`config.mk`:
```
export PLATFORM = sky130hd
export DESIGN_NAME = imem_prog
export DESIGN_NICKNAME = d
export VERILOG_FILES = /design/src/rtl/imem_prog.sv
export SDC_FILE = /design/constraint.sdc
export NUM_CORES = 2
export LEC_CHECK = 0
export BUFFER_PORTS_ARGS = -buffer_cell sky130_fd_sc_hd__buf_2
export CAP_MARGIN = 20
export CELL_PAD_IN_SITES_DETAIL_PLACEMENT = 2
export CELL_PAD_IN_SITES_GLOBAL_PLACEMENT = 2
export CORE_MARGIN = 5
export CORE_UTILIZATION = 44
export DETAILED_ROUTE_END_ITERATION = 16
export GPL_ROUTABILITY_DRIVEN = 0
export GPL_TIMING_DRIVEN = 0
export PLACE_DENSITY_LB_ADDON = 0.1
export SETUP_SLACK_MARGIN = 0.3
export SYNTH_ARGS = -nofsm -noshare
export SYNTH_HDL_FRONTEND = slang
export SYNTH_SLANG_ARGS = --single-unit
```
`constraint.sdc`:
```
create_clock -name clk -period 3.21 [get_ports clk]
set_clock_uncertainty 0.2 [all_clocks]
set_input_delay 0.642 -clock clk [delete_from_list [all_inputs] [get_ports clk]]
set_output_delay 0.642 -clock clk [all_outputs]
set_load 0.03 [all_outputs]
```
`src/rtl/imem_prog.sv`:
```
// Runtime-loadable instruction memory: zero-fills itself after reset, then serves
// fetch reads with a 1- or 2-cycle latency and takes program-load writes.
module imem_prog #(
    parameter int DATA_W   = 32,
    parameter int ADDR_W   = 6,
    parameter int DEPTH    = 47,
    parameter int READ_LAT = 1
) (
    input  logic              clk,
    input  logic              reset,
    output logic              ready,
    input  logic              ld_en,
    input  logic [ADDR_W-1:0] ld_addr,
    input  logic [DATA_W-1:0] ld_data,
    output logic              ld_err,
    input  logic              rd_en,
    input  logic [ADDR_W-1:0] rd_addr,
    output logic [DATA_W-1:0] rd_data,
    output logic              rd_valid,
    output logic              rd_oob
);

    localparam int WORDS = 2**ADDR_W;
    localparam logic [ADDR_W:0] DEPTH_V = (ADDR_W+1)'(DEPTH);

    generate
        if (READ_LAT != 1 && READ_LAT != 2) begin : g_bad_lat
            $error("imem_prog: READ_LAT must be 1 or 2");
        end
        if (DEPTH < 1 || DEPTH > WORDS) begin : g_bad_depth
            $error("imem_prog: DEPTH must be in 1..2**ADDR_W");
        end
    endgenerate

    typedef enum logic {CLEAR, RUN} state_t;

    state_t            state, state_nxt;
    logic [ADDR_W-1:0] clr_cnt, clr_cnt_nxt;
    logic [DATA_W-1:0] mem [WORDS];

    logic ld_in_range, rd_in_range, ld_ok, rd_ok;

    always_ff @(posedge clk or negedge reset) begin
        if (!reset) begin
            state   <= CLEAR;
            clr_cnt <= '0;
        end else begin
            state   <= state_nxt;
            clr_cnt <= clr_cnt_nxt;
        end
    end

    always_comb begin
        state_nxt   = state;
        clr_cnt_nxt = clr_cnt;
        case (state)
            CLEAR: begin
                clr_cnt_nxt = clr_cnt + 1'b1;
                if (clr_cnt == '1) begin
                    state_nxt = RUN;
                end
            end
            RUN: begin
                state_nxt = RUN;
            end
            default: begin
                state_nxt = CLEAR;
            end
        endcase
    end

    assign ready       = (state == RUN);
    assign ld_in_range = ({1'b0, ld_addr} < DEPTH_V);
    assign rd_in_range = ({1'b0, rd_addr} < DEPTH_V);
    assign ld_ok       = ld_en && ready && ld_in_range;
    assign rd_ok       = rd_en && ready;

    // Storage has no reset so it maps onto RAM; the CLEAR walk zeroes it instead.
    always_ff @(posedge clk) begin
        if (state == CLEAR) begin
            mem[clr_cnt] <= '0;
        end else if (ld_ok) begin
            mem[ld_addr] <= ld_data;
        end
    end

    always_ff @(posedge clk or negedge reset) begin
        if (!reset) begin
            ld_err <= 1'b0;
        end else begin
            ld_err <= ld_en && ready && !ld_in_range;
        end
    end

    // First read stage; sampling mem here before the write lands gives read-first.
    logic              v1, oob1;
    logic [DATA_W-1:0] d1;

    always_ff @(posedge clk or negedge reset) begin
        if (!reset) begin
            v1   <= 1'b0;
            oob1 <= 1'b0;
            d1   <= '0;
        end else begin
            v1 <= rd_ok;
            if (rd_ok) begin
                oob1 <= !rd_in_range;
                d1   <= rd_in_range ? mem[rd_addr] : '0;
            end
        end
    end

    generate
        if (READ_LAT == 2) begin : g_lat2
            logic              v2, oob2;
            logic [DATA_W-1:0] d2;

            always_ff @(posedge clk or negedge reset) begin
                if (!reset) begin
                    v2   <= 1'b0;
                    oob2 <= 1'b0;
                    d2   <= '0;
                end else begin
                    v2 <= v1;
                    if (v1) begin
                        oob2 <= oob1;
                        d2   <= d1;
                    end
                end
            end

            assign rd_valid = v2;
            assign rd_oob   = v2 && oob2;
            assign rd_data  = d2;
        end else begin : g_lat1
            assign rd_valid = v1;
            assign rd_oob   = v1 && oob1;
            assign rd_data  = d1;
        end
    endgenerate

endmodule

```
==> key figures <==
Synthesis
  • Post-Synthesis Cells: 2926
  • Mapped Area: 60800 µm²
  • Register bit count reported by yosys: approximately 1600
  • Post-synthesis mux area share: 14.8%
  • Compound-Gate Fraction of Synth Area: 2.41%
  • Top cell type by total area after synthesis: edfxtp_1
  • Netlist cell types: 49
  • Mean post-synth cell area: 20.8 µm²
  • Sequential area share after synthesis: 77.7%
  • Ranking of synthesized cells by area: edfxtp_1 76%, mux4_2 13%, mux2i_1 1.9%
  • Syn_nets: 2975
  • Warnings from Yosys: 0
  • Area share of the largest cell type after synthesis: 75.9%
  • Synth Area in XOR/XNOR: 0.0721%
  • Largest family of logic cells by synthesized area: multiplexers
  • Post-synth EDFFs: 1536
  • Ys flop type: edfxtp_1
  • Async set-reset flop share out of synthesis: 2.66%
  • Synthesized-area fraction occupied by adder cells: less than 1%
  • Synth Area in Simple Gates: 3.77%

STA
  • RSZ-0062 raised after global routing: yes
  • Max Slew Vio Count: 0
  • Tcrit/Tclk final: between 90% and 100%
  • Setup violators final: 0
  • FMAX: 325 MHz
  • Slew of the pin with the lowest slew margin: roughly 1100 ps
  • Rel. slew slack: 25.0%
  • Hold Fails Final Rpt: 0
  • Tmin final: approximately 3000 ps
  • Setup WS post-layout: 135 ps

Global routing
  • First-pass GRT wire length: 295000 µm
  • Vias in the first global route: between 30000 and 40000
  • Largest net degree at the start of global routing: 49
  • Global route overflow: 0
  • Initial antenna violation count: 11
  • Total GRT Usage: a little under 30%

Drt
  • Vias: 33419
  • DRT Wirelength: 215000 µm
  • DRC viols: 0
  • First-pass iteration count of the detailed router: 5
  • Iteration-0 DRC Markers: 4042
  • ANT nets after route: 0
  • Drt wl/cell: 40.4 µm
  • Vias per cell: 6.29

Floorplanning
  • Core area: 137000 µm²
  • Io pins: 84
  • Die X: 382 µm
  • Num rows: 136
  • Chip height: 382 µm
  • Starting density of the core: 44.2%
  • Die ar.: approximately 150000 µm²

Placed design
  • Port bufs: 81
  • Post-place setup slack: -1450 ps
  • Dpl hpwl: 137000 µm

Cells and area
  • Final nets: 3425
  • Commonest non-fill, non-tap cells in the layout: 1536 x edfxtp_1, 344 x mux4_2, 181 x nand2_1, 173 x clkbuf_16, 123 x buf_2
  • Layout area overhead: 19.7%
  • Layout cells sized above 1: 31.9%
  • Most common cell after layout, fill and taps aside: edfxtp_1

Worst setup path
  • Critical Path RT: 3480 ps
  • Worst setup path class: flip-flop to flip-flop
  • Crit path max-delay family: simple AND/OR/NAND/NOR gates
  • R2R Setup Slk: approximately 130 ps
  • Crit-path max FO: 25
  • Critical Path Sink Type: flip-flop
  • Crit path arrival time: 3350 ps
  • Critical path buffers and inverters: 2
  • Worst R2R Path Depth: 6
  • Critical path origin: ready
  • Setup crit start kind: flip-flop
  • Worst r2r src: ready
  • Max stage delay on crit path: 490 ps
  • Crit-path slowest cell: dfrtp_2
  • Cell Chain, Critical Path: clkbuf_4, nor4b_2, a21oi_1, o31a_1, nor2_4, buf_12
  • Reg-to-Reg End: mem[40][19]

CTS
  • Clock Path Buffers: 3
  • Clock sink count: 1578
  • Clk root buf: clkbuf_16
  • Total CTS buffers: 166
  • Clock slew seen by the registers of the worst setup and hold paths: 60 ps
  • Htree depth: 4
  • CTS tree: built
  • Worst-skew pair later-pin latency: 800 ps

Hold path
  • Hold path cells: 2
  • WHS Endpoint: mem[17][14]
  • HP Class: input pin to flip-flop
  • Hold_sp: ld_data[14]

Power
  • VDD IR-drop max: 0.510 mV
  • Total Power: 42.3 mW
  • LEAKAGE: 20.3 nW
  • P per Cell Area: 582 nW/µm²

Flow run
  • Maxcap violations: 0

Outcome
  • Status: finished clean
-- sequential cells by signal, summed over array words and instances, names as in the netlist --
name	cells
mem	1536
rd_data	32
clr_cnt	6
ld_err	1
oob1	1
rd_valid	1
ready	1
-- logic make-up (layout without fill, tap and decap cells) --
group,Yosys count,in the layout
flip-flops,1578,1578
buffers and inverters,165,747
AND/OR/NAND/NOR,490,498
AO/OA/AOI/OAI,222,222
adder cells (fa/ha/maj),1,1
multiplexers,465,465
other,0,2
XOR/XNOR,5,5
-- routing by layer --
layer  wire (µm)  up-vias  track usage [%]
met5           0        -                0
met4        9120        0             10.2
met3       15500      362             4.60
met2      109000     1690             49.5
met1       81300    18362             38.3
li1            -    13005                -
-- report_power, final --
| group | switching (mW) | internal [mW] | leakage, nW |
|---|---|---|---|
| Sequential | 0 | 22.2 | 11.1 |
| Combinational | 0.683 | 0.327 | 6.54 |
| Clock | 8.31 | 10.7 | 2.60 |
| Total | 8.99 | 33.3 | 20.3 |
-- what timing repair did --
item | CTS | global route
hold buffers | 3 | 1
hold endpoints to repair | 44 | 1
resized for setup | 97 | 91
buffers inserted | 87 | 19
gates cloned | 4 | 4
pin swaps | 46 | 14
endpoints found under the setup margin | 3102 | 2660
-- area by class of cell --
class	instances	area [µm²]
diodes	2	5.00
plain buffers	159	876
clock buffers	229	4670
clock inverters	79	599
fillers	11565	64600
inverters	6	22.5
multi-input cells	1191	13700
flip-flops and latches	1578	47200
well taps	1794	2240
repair buffers	274	3460
-- worst max path at each step --
stage / endpoint / depth (start not counted) / slack (ps)
floorplan: mem[36][0] / 6 / -20
finish: mem[40][19] / 6 / 130
CTS: rd_data[20] / 6 / 30
global placement: mem[38][2] / 6 / -2310
global route: mem[40][29] / 6 / 100
detailed placement: rd_data[12] / 8 / -1450
-- metrics by stage --
| step | util, % | TNS, ps | instance area (µm²) | instances | hold WS [ps] |
|---|---|---|---|---|---|
| 2_1_floorplan | - | -7410 | 60900 | 2926 | 146 |
| 3_3_place_gp | 46.3 | -4911390 | 63500 | 4801 | 254 |
| 3_5_place_dp | 47.7 | -2247840 | 65500 | 4884 | 284 |
| 4_1_cts | 52.6 | 0 | 72300 | 5286 | 31.4 |
| 5_1_grt | 53.0 | 0 | 72700 | 5310 | 84.9 |
| 6_report | 53.0 | 0 | 72700 | 5312 | 109 |
-- synth_stat cells (2+ instances only) --
cell type  instances
buf_2             48
nor4b_1            2
inv_1              5
nor2b_1            6
o31a_1             2
a41o_1             2
xnor2_1            4
nand3_1           56
or3_1              7
o221ai_1           5
clkbuf_1          68
dfrtp_1           42
mux2i_1          116
a22o_1            26
o41ai_1            5
mux2_2             5
and2_1            36
nor3_1            52
a221oi_1           6
nor2_1            67
a21oi_1           90
buf_4             16
nor3b_1            2
nand2b_1          32
a22oi_1           17
nand2_1          196
a31oi_1            2
o22ai_1           29
buf_1             19
mux4_2           344
edfxtp_1        1536
nand4_1           28
o211ai_1          32
buf_6              8
(Power assumes the default switching activity.)
